File: config.mk
export PLATFORM = sky130hd
export DESIGN_NAME = otp_array_ctrl
export DESIGN_NICKNAME = d
export VERILOG_FILES = /design/src/rtl/otp_pkg.sv /design/src/rtl/otp_step_timer.sv /design/src/rtl/otp_array_ctrl.sv
export SDC_FILE = /design/constraint.sdc
export NUM_CORES = 1
export LEC_CHECK = 0
export CAP_MARGIN = 0
export CORE_ASPECT_RATIO = 1.1
export CORE_MARGIN = 2
export CORE_UTILIZATION = 30
export DETAILED_ROUTE_END_ITERATION = 16
export SLEW_MARGIN = 30
export SYNTH_ARGS = -nofsm -noshare
export SYNTH_HDL_FRONTEND = slang
export SYNTH_SLANG_ARGS = --single-unit
export TNS_END_PERCENT = 20
File: constraint.sdc
create_clock -name clk -period 5.4 [get_ports clk]
set_clock_uncertainty 0.1 [all_clocks]
set_input_delay 1.08 -clock clk [delete_from_list [all_inputs] [get_ports clk]]
set_output_delay 1.08 -clock clk [all_outputs]
set_load 0.05 [all_outputs]
File: src/rtl/otp_pkg.sv
// Shared level encodings, sequencer states and phase ordering for the antifuse OTP array controller.
package otp_pkg;

    localparam logic [1:0] PL_V_HV   = 2'b00;
    localparam logic [1:0] PL_V_MID  = 2'b01;
    localparam logic [1:0] PL_V_READ = 2'b10;
    localparam logic [1:0] PL_V_GND  = 2'b11;

    localparam logic BL_V_MID  = 1'b0;
    localparam logic BL_V_GND  = 1'b1;
    localparam logic WLN_V_MID = 1'b0;
    localparam logic WLN_V_GND = 1'b1;
    localparam logic WLP_V_HV  = 1'b0;
    localparam logic WLP_V_MID = 1'b1;

    typedef enum logic [3:0] {
        IDLE, R_PL, R_WL, R_SMP, R_WOFF, R_POFF,
        W1, W2, W3, W4, W5, W6, P1, P2, P3, P4
    } otp_state_e;

    // Both sequences are linear chains; the final phase of each returns to IDLE.
    function automatic otp_state_e next_phase(input otp_state_e s);
        otp_state_e n;
        case (s)
            R_PL:    n = R_WL;
            R_WL:    n = R_SMP;
            R_SMP:   n = R_WOFF;
            R_WOFF:  n = R_POFF;
            W1:      n = W2;
            W2:      n = W3;
            W3:      n = W4;
            W4:      n = W5;
            W5:      n = W6;
            W6:      n = P1;
            P1:      n = P2;
            P2:      n = P3;
            P3:      n = P4;
            default: n = IDLE;
        endcase
        return n;
    endfunction

endpackage

File: src/rtl/otp_step_timer.sv
// Phase hold timer: reloaded on every phase entry, flags the final cycle of the phase.
module otp_step_timer #(
    parameter int STEP_CYC = 4
) (
    input  logic clk_i,
    input  logic rst_i,
    input  logic load_i,
    output logic last_cyc_o
);

    localparam int TW = $clog2(STEP_CYC + 1);

    logic [TW-1:0] cnt_q, cnt_d;

    always_comb begin
        cnt_d = cnt_q;
        if (load_i) begin
            cnt_d = TW'(STEP_CYC);
        end else if (cnt_q != '0) begin
            cnt_d = cnt_q - TW'(1);
        end
    end

    always_ff @(posedge clk_i or posedge rst_i) begin
        if (rst_i) begin
            cnt_q <= '0;
        end else begin
            cnt_q <= cnt_d;
        end
    end

    assign last_cyc_o = (cnt_q == TW'(1));

endmodule

File: src/rtl/otp_array_ctrl.sv
// Read/program sequencer for a ROWS x COLS antifuse OTP array; every array line level is
// registered and each phase only touches the lines it names.
module otp_array_ctrl
    import otp_pkg::*;
#(
    parameter int ROWS     = 4,
    parameter int COLS     = 4,
    parameter int STEP_CYC = 4
) (
    input  logic                  clk,
    input  logic                  reset,
    input  logic                  req_valid,
    output logic                  req_ready,
    input  logic                  req_write,
    input  logic [$clog2(ROWS):0] req_row,
    input  logic [$clog2(COLS):0] req_col,
    input  logic [COLS-1:0]       sense,
    output logic [2*COLS-1:0]     PL,
    output logic [COLS-1:0]       BL,
    output logic [ROWS-1:0]       WLN,
    output logic [ROWS-1:0]       WLP,
    output logic                  done,
    output logic                  rd_data,
    output logic                  err
);

    // Address ports carry one spare bit so an out-of-range request is expressible and rejected.
    localparam int RI = $clog2(ROWS);
    localparam int CI = $clog2(COLS);
    localparam int RW = RI + 1;
    localparam int CW = CI + 1;

    otp_state_e        state_q, state_d;
    logic [RI-1:0]     row_q, row_d;
    logic [CI-1:0]     col_q, col_d;
    logic [2*COLS-1:0] pl_q, pl_d;
    logic [COLS-1:0]   bl_q, bl_d;
    logic [ROWS-1:0]   wln_q, wln_d;
    logic [ROWS-1:0]   wlp_q, wlp_d;
    logic              done_q, done_d;
    logic              err_q, err_d;
    logic              rd_q, rd_d;

    logic              load;
    logic              last_cyc;
    logic              addr_ok;
    logic [RI-1:0]     tr;
    logic [CI-1:0]     tc;
    logic [ROWS-1:0]   row_hot;
    logic [COLS-1:0]   col_hot;
    logic [2*COLS-1:0] col_mask2;

    otp_step_timer #(
        .STEP_CYC (STEP_CYC)
    ) u_timer (
        .clk_i      (clk),
        .rst_i      (reset),
        .load_i     (load),
        .last_cyc_o (last_cyc)
    );

    assign addr_ok = (req_row < RW'(ROWS)) && (req_col < CW'(COLS));

    // The first phase is applied on the accept edge, before the address has been latched.
    assign tr      = (state_q == IDLE) ? req_row[RI-1:0] : row_q;
    assign tc      = (state_q == IDLE) ? req_col[CI-1:0] : col_q;
    assign row_hot = ROWS'(1) << tr;
    assign col_hot = COLS'(1) << tc;

    for (genvar g = 0; g < COLS; g++) begin : g_colmask
        assign col_mask2[2*g +: 2] = {2{col_hot[g]}};
    end

    always_comb begin
        state_d = state_q;
        row_d   = row_q;
        col_d   = col_q;
        pl_d    = pl_q;
        bl_d    = bl_q;
        wln_d   = wln_q;
        wlp_d   = wlp_q;
        done_d  = 1'b0;
        err_d   = 1'b0;
        rd_d    = rd_q;
        load    = 1'b0;

        case (state_q)
            IDLE: begin
                if (req_valid) begin
                    if (!addr_ok) begin
                        err_d = 1'b1;
                    end else begin
                        row_d   = req_row[RI-1:0];
                        col_d   = req_col[CI-1:0];
                        state_d = req_write ? W1 : R_PL;
                        load    = 1'b1;
                    end
                end
            end
            R_PL, R_WL, R_SMP, R_WOFF, R_POFF,
            W1, W2, W3, W4, W5, W6, P1, P2, P3, P4: begin
                if (last_cyc) begin
                    state_d = next_phase(state_q);
                    if (state_d == IDLE) begin
                        done_d = 1'b1;
                    end else begin
                        load = 1'b1;
                    end
                end
            end
            default: begin
                state_d = IDLE;
                pl_d    = '1;
                bl_d    = '1;
                wln_d   = '1;
                wlp_d   = '1;
            end
        endcase

        if (state_q == R_SMP && last_cyc) begin
            rd_d = sense[col_q];
        end

        // Entry actions of the phase being entered; lines not named keep their level.
        if (load) begin
            case (state_d)
                R_PL:         pl_d  = (pl_d & ~col_mask2) | ({COLS{PL_V_READ}} & col_mask2);
                R_WL, W6:     wln_d = (wln_d & ~row_hot) | ({ROWS{WLN_V_MID}} & row_hot);
                R_WOFF, W3, P1: wln_d = {ROWS{WLN_V_GND}};
                R_POFF:       pl_d  = {COLS{PL_V_GND}};
                W1:           wln_d = {ROWS{WLN_V_MID}};
                W2: begin
                    bl_d = (bl_d & col_hot) | ({COLS{BL_V_MID}} & ~col_hot);
                    pl_d = (pl_d & col_mask2) | ({COLS{PL_V_MID}} & ~col_mask2);
                end
                W4:           pl_d  = (pl_d & ~col_mask2) | ({COLS{PL_V_HV}} & col_mask2);
                W5:           wlp_d = (wlp_d & ~row_hot) | ({ROWS{WLP_V_HV}} & row_hot);
                P2:           wlp_d = {ROWS{WLP_V_MID}};
                P3: begin
                    pl_d = (pl_d & ~col_mask2) | ({COLS{PL_V_GND}} & col_mask2);
                    bl_d = (bl_d & ~col_hot) | ({COLS{BL_V_GND}} & col_hot);
                end
                P4: begin
                    pl_d = {COLS{PL_V_GND}};
                    bl_d = {COLS{BL_V_GND}};
                end
                default: ;
            endcase
        end
    end

    always_ff @(posedge clk or posedge reset) begin
        if (reset) begin
            state_q <= IDLE;
            row_q   <= '0;
            col_q   <= '0;
            pl_q    <= '1;
            bl_q    <= '1;
            wln_q   <= '1;
            wlp_q   <= '1;
            done_q  <= 1'b0;
            err_q   <= 1'b0;
            rd_q    <= 1'b0;
        end else begin
            state_q <= state_d;
            row_q   <= row_d;
            col_q   <= col_d;
            pl_q    <= pl_d;
            bl_q    <= bl_d;
            wln_q   <= wln_d;
            wlp_q   <= wlp_d;
            done_q  <= done_d;
            err_q   <= err_d;
            rd_q    <= rd_d;
        end
    end

    assign req_ready = (state_q == IDLE);
    assign PL        = pl_q;
    assign BL        = bl_q;
    assign WLN       = wln_q;
    assign WLP       = wlp_q;
    assign done      = done_q;
    assign err       = err_q;
    assign rd_data   = rd_q;

endmodule

Word level (Yosys, flattened, before mapping):

Memories as Yosys holds them, arrays and structs flattened.
Cells that the tools add are included.

* reduce and logical (&&, ||, !) cells: 19
* equality and inequality tests: 30
* add/subtract/negate cells: 1
* mux-type cells: 28
* bitwise gates (word level): 13
* shifts and indexed selects: 2
* $lt $le $gt $ge: 3

Operator list (count)
* $eq 4x4->1 const B: 16
* $pmux 8 s5: 1
* $eq 4x3->1 const B: 8
* $pmux 4 s3: 2
* $mux 4: 5
* $and 4x4->4: 4
* $and 8x8->8: 2
* $or 8x8->8: 2
* $pmux 4 s2: 2
* $reduce_or 15->1: 1
* $eq 4x2->1 const B: 3
* $mux 1: 11
* $mux 3: 3
* $reduce_bool 3->1: 3
* $eq 4x1->1 const B: 2
* $logic_not 4->1: 2
* $not 4->4: 2
* $not 8->8: 1
* $or 8x7->8: 1
* $reduce_and 2->1: 4
* $shl 1x2->4 const A: 2
* $lt 3x3->1 const B: 2
* $reduce_bool 5->1: 1
* $mux 2: 2
* 11 further kinds: 14

* bits in read-only memories: 64
* word-level logic and storage cells: 108
* memories kept: 1
* output and inout bits: 24
* register bits: 34

Memory list
* (no name shown): words 16, bits a word 4, read ports 1, clocked after Yosys merged registers in 0, write ports 0, RTL line otp_pkg.sv:24 `case (s)`

Depth between registers and ports, before layout:

Gate-level depths: netlist of the first run.

* depth after elaboration: 9
* mapped depth: 13
* mapped depth without buffers: 11

Modules after synthesis:

From an unflattened synthesis of the first run, not the netlist that was laid out.

* cell total of the unflattened synthesis: 286
* area, all modules: 2453.6 µm²

Modules (own cells, without submodules)
* otp_array_ctrl: cells an instance 267, times used 1, area an instance 2250.9 µm²
* otp_step_timer: cells an instance 19, times used 1, area an instance 202.7 µm²

Worst setup path before layout of the first run:

OpenSTA, ideal clock, no wires.

* kind: input to register
* start: in req_col[2]
* end: reg pl_q[0] (netlist: PL[0])
* data arrival time: 2.793 ns
* required time: 5.219 ns
* buffers on the path: 2
* setup time: 0.081 ns
* stages on the path: 9
* slack: 2.425 ns
* cell sequence: nor3b_1 -> and3_1 -> buf_6 -> or3_1 -> buf_6 -> nand3_4 -> o211a_4 -> or2_4 -> o211ai_1

* cells in the longest elaborated chain, start to end: 9
* elaborated cells between the ends (all ways): 18
* those cells by class: order compare: 1; eq/ne: 6; mux: 7; reduce/logical: 4

Ends and longest elaborated chain
* from (decl): RTL line otp_array_ctrl.sv:16 `input logic [$clog2(COLS):0] req_col,`
* $lt 3x3->1 *: RTL line otp_array_ctrl.sv:62 `assign addr_ok = (req_row < RW'(ROWS)) && (req_col < CW'(COLS));`
* $logic_and 1x1->1 *: RTL line otp_array_ctrl.sv:62
* $mux 4: RTL line otp_array_ctrl.sv:90 `if (!addr_ok) begin`
* $mux 4: RTL line otp_array_ctrl.sv:89 `if (req_valid) begin`
* $pmux 4 s2: RTL line otp_array_ctrl.sv:87 `case (state_q)`
* $eq 4x4->1 / $eq 4x3->1 (equally long branches): RTL line otp_array_ctrl.sv:126 `case (state_d)`
* $reduce_or 2->1 (no source line)
* $reduce_bool 5->1 (no source line)
* $reduce_and 2->1 (no source line)
* to (signal assigned): RTL line otp_array_ctrl.sv:168 `pl_q <= pl_d;`
* to (decl): RTL line otp_array_ctrl.sv:36 `logic [2*COLS-1:0] pl_q, pl_d;`

Every way passes the cells marked *; elsewhere a longest branch is shown, timed or not.
A chain may end at the register's enable or synchronous reset.

Worst setup path after layout of the first run:

* start: reg state_q[0]
* end: out req_ready

* cells in the longest elaborated chain, start to end: 1

Ends and longest elaborated chain
* from (decl): RTL line otp_array_ctrl.sv:33 `otp_state_e state_q, state_d;`
* from (signal assigned): RTL line otp_array_ctrl.sv:165 `state_q <= state_d;`
* $logic_not 4->1: RTL line otp_array_ctrl.sv:178 `assign req_ready = (state_q == IDLE);`
* to (decl): RTL line otp_array_ctrl.sv:13 `output logic req_ready,`

No other way between the ends.

==> impl_metrics.py, run 1 <==
metrics = {
    "routing": {
        "final_antenna_net_count": 0,
        "vias": 2150,
        "drtIter0Drc": 97,
        "met3_length_um": 233,
        "wl_per_cell_um": 14.8,
        "wl_met1_mm": 2.81,
        "highest_layer": "met4",
        "met2_length_mm": 2.97,
        "via_per_inst": 5.16,
        "drtPass1Iterations": 4,
        "drc_errors": 0,
        "wirelength_mm": 6.17,
    },
    "sta": {
        "max_freq_mhz": 257,
        "hold-worst-slack_ns": 0.386,
        "hold_viol_final": 0,
        "fin_crit_ns": 3.89,
        "setup_violations": 0,
        "slew_headroom_pct": 43.6,
        "rsz0062_at_grt": "false",
        "fin_ws_ns": 1.51,
        "min_period_over_period_pct": 72.0,
        "worst_slew_pin_slew_ns": 0.839,
        "finalSetupTns_ns": 0,
        "slew_viol_final": 0,
    },
    "cts": {
        "clkTransAtPathRegs_ns": 0.08,
        "clock_path_buffers": 2,
        "postCtsSetupBuffers": 0,
        "cts-hold-fix-buffers": 0,
        "cts_resized": 0,
        "numCtsBuffers": 5,
        "cts_root_buf": "clkbuf_8",
        "cts_tree": "built",
        "clock-sinks": 34,
        "htree_levels": 2,
        "clk_latency_ns": 0.30,
    },
    "pwr": {
        "p_leak_uw": 0.00116,
        "switching_share_pct": 51.6,
        "seqPwrFrac_pct": 23.8,
        "combPwrFrac_pct": 65.2,
        "intPower_uw": 993,
        "switching_power_uw": 1060,
        "powerDensity_nw_per_um2": 680,
        "p_clk_share_pct": 11.0,
        "ir_worst_vdd_mv": 0.241,
    },
    "logic_synthesis": {
        "synthFlopType": "dfstp_2",
        "synth_cell_types": 56,
        "ys_seq_area_share_pct": 35.9,
        "synth_nets": 291,
        "ys_async_sr_fraction_pct": 100,
        "yosys_warnings": 0,
        "syn_area_per_cell_um2": 9.10,
        "synth_edf_count": 0,
        "netlist.area_leader.share_pct": 21.5,
        "netlist_top_cells_area": "dfstp_2 (22%), dfrtp_1 (14%), ha_1 (4.6%)",
        "ys_ff_latch": 34,
        "synthesis.area_um2": 2440,
        "synthCells": 268,
        "yosysTopAreaCell": "dfstp_2",
    },
    "finish": {
        "fin_util_pct": 38.1,
        "area_growth_pct": 23.7,
        "multiInputGateArea_um2": 1420,
        "nNetsFinal": 331,
        "drive_gt1_share_pct": 18.8,
        "fillers": 833,
        "antenna_cells": 0,
        "seq_area_um2": 876,
        "fin_area_um2": 3020,
        "mostFrequentLayoutCells": "clkdlybuf4s50_1 (37), dfstp_2 (20), inv_1 (20)",
        "layout_commonest_cell": "clkdlybuf4s50_1",
    },
    "placed_design": {
        "gp_congestion": 0.856,
        "hpwlAfterDp_mm": 4.71,
        "place_area_um2": 2910,
        "pre_cts_slack_ns": 1.42,
        "port_buffers": 37,
    },
    "critical_path": {
        "required_ns": 4.22,
        "slowest_delay_ns": 0.88,
        "cp_max_fo": 15,
        "cp-end-kind": "primary output",
        "arrival_ns": 2.71,
        "start_kind": "flop",
        "cp_slowest_cell": "clkdlybuf4s50_1",
        "path_common_cell": "inv_1",
        "criticalPathCategory": "reg -> out",
        "cp_cell_sequence": "inv_1, ha_1, nand2_1, inv_1, clkdlybuf4s50_1",
    },
    "die": {
        "die_h_um": 98.6,
        "fp-row-count": 34,
        "initial_core_util_pct": 30.8,
        "core_um2": 7910,
        "die-width_um": 90.0,
        "ios": 38,
        "die_area_um2": 8870,
    },
    "global_route": {
        "antenna_found_initial": 0,
        "grt_pass1_wl_mm": 10.7,
        "grt_usage_pct": 14.8,
        "grt_max_degree": 35,
        "grt_pass1_vias": 2135,
        "grt.overflow.total": 0,
    },
    "worst_hold_path": {
        "worstHoldPathType": "reg -> reg",
    },
    "run": {
        "drv_cap": 0,
    },
    "status": {
        "status": "complete, no violations",
    },
}
-- cell type report --
| type | count | share of cell area, % |
|---|---|---|
| repair buffers | 38 | 12.5 |
| flip-flops and latches | 34 | 29.0 |
| multi-input cells | 204 | 47.2 |
| clock inverters | 2 | 0.456 |
| well taps | 108 | 4.48 |
| clock buffers | 6 | 3.11 |
| inverters | 25 | 3.19 |
-- through the flow --
step                      power [µW]  instances
after global placement          1820        409
after floorplan                 1510        268
final                           2050        417
after CTS                       2060        417
after global routing            2220        417
after detailed placement        1830        409
-- metal layers --
metal,vias up,global-route usage [%]
li1,1074,-
met1,1010,19.3
met2,52,24.6
met3,14,2.68
met4,0,6.04
met5,-,0
-- cells in the mapped netlist, types with 2 or more instances --
cell type	count
a211oi_1	11
a21o_1	4
a21oi_1	19
a21oi_2	3
a21oi_4	2
a31oi_1	8
buf_6	3
dfrtp_1	14
dfstp_2	20
ha_1	9
inv_1	20
inv_2	4
mux2_2	2
mux2i_1	6
nand2_1	17
nand2b_1	4
nand3_1	7
nor2_1	13
nor2_2	2
nor2b_1	6
nor3_1	12
nor3b_1	6
nor4_1	9
o211ai_1	5
o21ai_0	15
o21ai_1	6
o22a_1	8
o31a_1	2
o31ai_1	2
or3_4	3
-- flip-flops by register name, summed over array words and instances, names as in the netlist, 2 cells and up --
name	cells
PL	8
row_q	2
BL	4
u_timer.cnt_q	3
WLP	4
state_q	4
WLN	4
col_q	2
-- critical path: cells and delay by family (launching register included) --
kind | cells | cell delay, ns
buffers and inverters | 3 | 1.39
and+or+nand+nor | 1 | 0.21
adders and majority gates | 1 | 0.33
DFF | 1 | 0.48
-- kinds of logic after synthesis --
group	share of synthesized area, %
buf+inv	5.69
simple gates	21.2
flops	35.9
fa+ha+maj	4.62
xor+xnor	0.359
compound gates	27.2
mux	4.93
-- power by group through the flow --
stage	Clock, µW	Combinational, µW	Sequential [µW]
final	226	1340	488
after global routing	244	1460	508
after CTS	233	1340	491
after detailed placement	0	1340	494
after global placement	0	1330	495
after floorplan	0	816	693
-- worst paths after layout --
kind                                      start              endpoint  slack (ns)  cells past startpoint
max                        state_q[0]$_DFF_PP0_             req_ready        1.51                      5
min                          WLP[2]$_DFFE_PP1P_    WLP[2]$_DFFE_PP1P_        0.39                      2
max reg2reg                state_q[0]$_DFF_PP0_     PL[4]$_DFFE_PP1P_        2.14                      9
min reg2reg                  WLP[2]$_DFFE_PP1P_    WLP[2]$_DFFE_PP1P_        0.39                      2
max in group asynchronous                 reset     PL[0]$_DFFE_PP1P_        3.76                      3
min in group asynchronous                 reset  row_q[1]$_DFFE_PP0P_        1.09                      3
Power figures use the tool's default switching activity.
==> inputs of run 2 (changes only) <==
- clock period: 5.4 -> 4.1 ns (I/O delays scaled with it)
==> impl_metrics.py, run 2 (same netlist as run 1, synthesis figures left out) <==
metrics = {
    "status": {
        "status": "complete, no violations",
    },
    "finish": {
        "largest_reg_flops": 8,
        "layout_commonest_cell": "clkdlybuf4s50_1",
        "multiInputGateArea_um2": 1420,
        "area_growth_pct": 24.7,
        "seq_area_um2": 876,
        "nNetsFinal": 331,
        "fillers": 846,
        "drive_gt1_share_pct": 19.1,
        "antenna_cells": 0,
        "mostFrequentLayoutCells": "clkdlybuf4s50_1 (37), dfstp_2 (20), inv_1 (19), a21oi_1 (19), nand2_1 (17)",
        "fin_util_pct": 38.4,
    },
    "critical_path": {
        "arrival_ns": 2.67,
        "cp_slowest_cell": "clkdlybuf4s50_1",
        "path_common_cell": "inv_1",
        "cp-end-kind": "primary output",
        "criticalPathCategory": "reg -> out",
        "required_ns": 3.18,
        "reg2reg_slack_ns": 0.88,
        "slowest_delay_ns": 0.88,
        "cp_max_fo": 15,
        "r2r-end": "PL[4]$_DFFE_PP1P_",
        "start_kind": "flop",
        "reg2reg_depth": 9,
        "reg2reg_from": "state_q[1]$_DFF_PP0_",
        "cp_cell_sequence": "inv_1, ha_1, nand2_1, inv_1, clkdlybuf4s50_1",
    },
    "die": {
        "initial_core_util_pct": 30.8,
        "die_area_um2": 8870,
        "ios": 38,
        "die_h_um": 98.6,
        "core_um2": 7910,
        "fp-row-count": 34,
        "die-width_um": 90.0,
    },
    "placed_design": {
        "hpwlAfterDp_mm": 4.67,
        "pre_cts_slack_ns": 0.384,
        "port_buffers": 37,
        "gp_congestion": 0.868,
    },
    "sta": {
        "max_freq_mhz": 278,
        "fin_crit_ns": 3.59,
        "rsz0062_at_grt": "false",
        "slew_headroom_pct": 45.5,
        "slew_viol_final": 0,
        "setup_violations": 0,
        "finalSetupTns_ns": 0,
        "fin_ws_ns": 0.507,
        "hold_viol_final": 0,
        "worst_slew_pin_slew_ns": 0.811,
        "min_period_over_period_pct": 87.6,
    },
    "cts": {
        "postCtsSetupBuffers": 0,
        "numCtsBuffers": 5,
        "clock-sinks": 34,
        "clk_latency_ns": 0.29,
        "clock_path_buffers": 2,
        "clkTransAtPathRegs_ns": 0.08,
        "cts-hold-fix-buffers": 0,
        "htree_levels": 2,
        "cts_resized": 0,
        "cts_tree": "built",
        "cts_root_buf": "clkbuf_8",
    },
    "global_route": {
        "antenna_found_initial": 0,
        "grt_usage_pct": 13.9,
        "grt_pass1_wl_mm": 10.2,
        "grt_pass1_vias": 2085,
        "grt.overflow.total": 0,
        "grt_max_degree": 28,
    },
    "worst_hold_path": {
        "worstHoldPathType": "reg -> reg",
        "worstHoldPathCells": 2,
        "hold_start": "WLP[3]$_DFFE_PP1P_",
        "hold_end": "WLP[3]$_DFFE_PP1P_",
    },
    "run": {
        "drv_cap": 0,
    },
    "routing": {
        "drtIter0Drc": 83,
        "drc_errors": 0,
        "wirelength_mm": 6.08,
        "via_per_inst": 5.16,
        "vias": 2150,
        "drtPass1Iterations": 4,
        "final_antenna_net_count": 0,
        "wl_per_cell_um": 14.6,
    },
    "pwr": {
        "ir_worst_vdd_mv": 0.352,
        "powerDensity_nw_per_um2": 907,
        "p_leak_uw": 0.00117,
    },
}
-- run 2: power breakdown --
part / leakage [µW] / total [µW] / internal, µW / switching [µW]
clock: 0.0000665 / 354 / 219 / 135
sequential: 0.000384 / 647 / 521 / 126
combinational: 0.000723 / 1760 / 629 / 1130
total: 0.00117 / 2760 / 1370 / 1390
-- run 2: per-layer routing --
metal	share of wire (%)	routed length, µm	track usage (%)	vias up
met4	1.5	91	4.62	0
met2	48	2950	23.3	48
li1	-	-	-	1078
met3	3.5	215	2.14	7
met5	0	0	0	-
met1	46	2820	18.6	1017
-- run 2: worst max-delay path, delay by kind of cell (launching register included) --
| kind | cells | cell delay (ns) |
|---|---|---|
| DFF | 1 | 0.48 |
| buffers and inverters | 3 | 1.39 |
| and+or+nand+nor | 1 | 0.19 |
| adders and majority gates | 1 | 0.31 |
-- run 2: worst max path at each step --
| stage | from | to | slack (ns) | depth (start not counted) |
|---|---|---|---|---|
| after floorplan | state_q[0]$_DFF_PP0_ | WLP[0]$_DFFE_PP1P_ | 1.34 | 11 |
| after global placement | req_valid | PL[0]$_DFFE_PP1P_ | 0.43 | 8 |
| after detailed placement | req_valid | PL[6]$_DFFE_PP1P_ | 0.38 | 8 |
| after CTS | state_q[1]$_DFF_PP0_ | req_ready | 0.48 | 5 |
| after global routing | state_q[1]$_DFF_PP0_ | req_ready | 0.36 | 5 |
| final | state_q[1]$_DFF_PP0_ | req_ready | 0.51 | 5 |
-- run 2: cell type report --
cell class                 count  share of cell area [%]
clock inverter                 2                    1.28
sequential                    34                    28.8
tap                          108                    4.44
timing repair buffer          38                    12.4
multi-input combinational    204                    46.8
inverter                      25                    3.17
clock buffer                   6                    3.09
-- run 2: per-stage QoR --
stage | hold slack [ns] | cell area [µm²] | std cells | power, µW
after floorplan | 0.395 | 2440 | 268 | 1990
after global placement | 0.375 | 2910 | 409 | 2390
after detailed placement | 0.376 | 2910 | 409 | 2410
after CTS | 0.390 | 3040 | 417 | 2770
after global routing | 0.399 | 3040 | 417 | 2960
final | 0.387 | 3040 | 417 | 2760
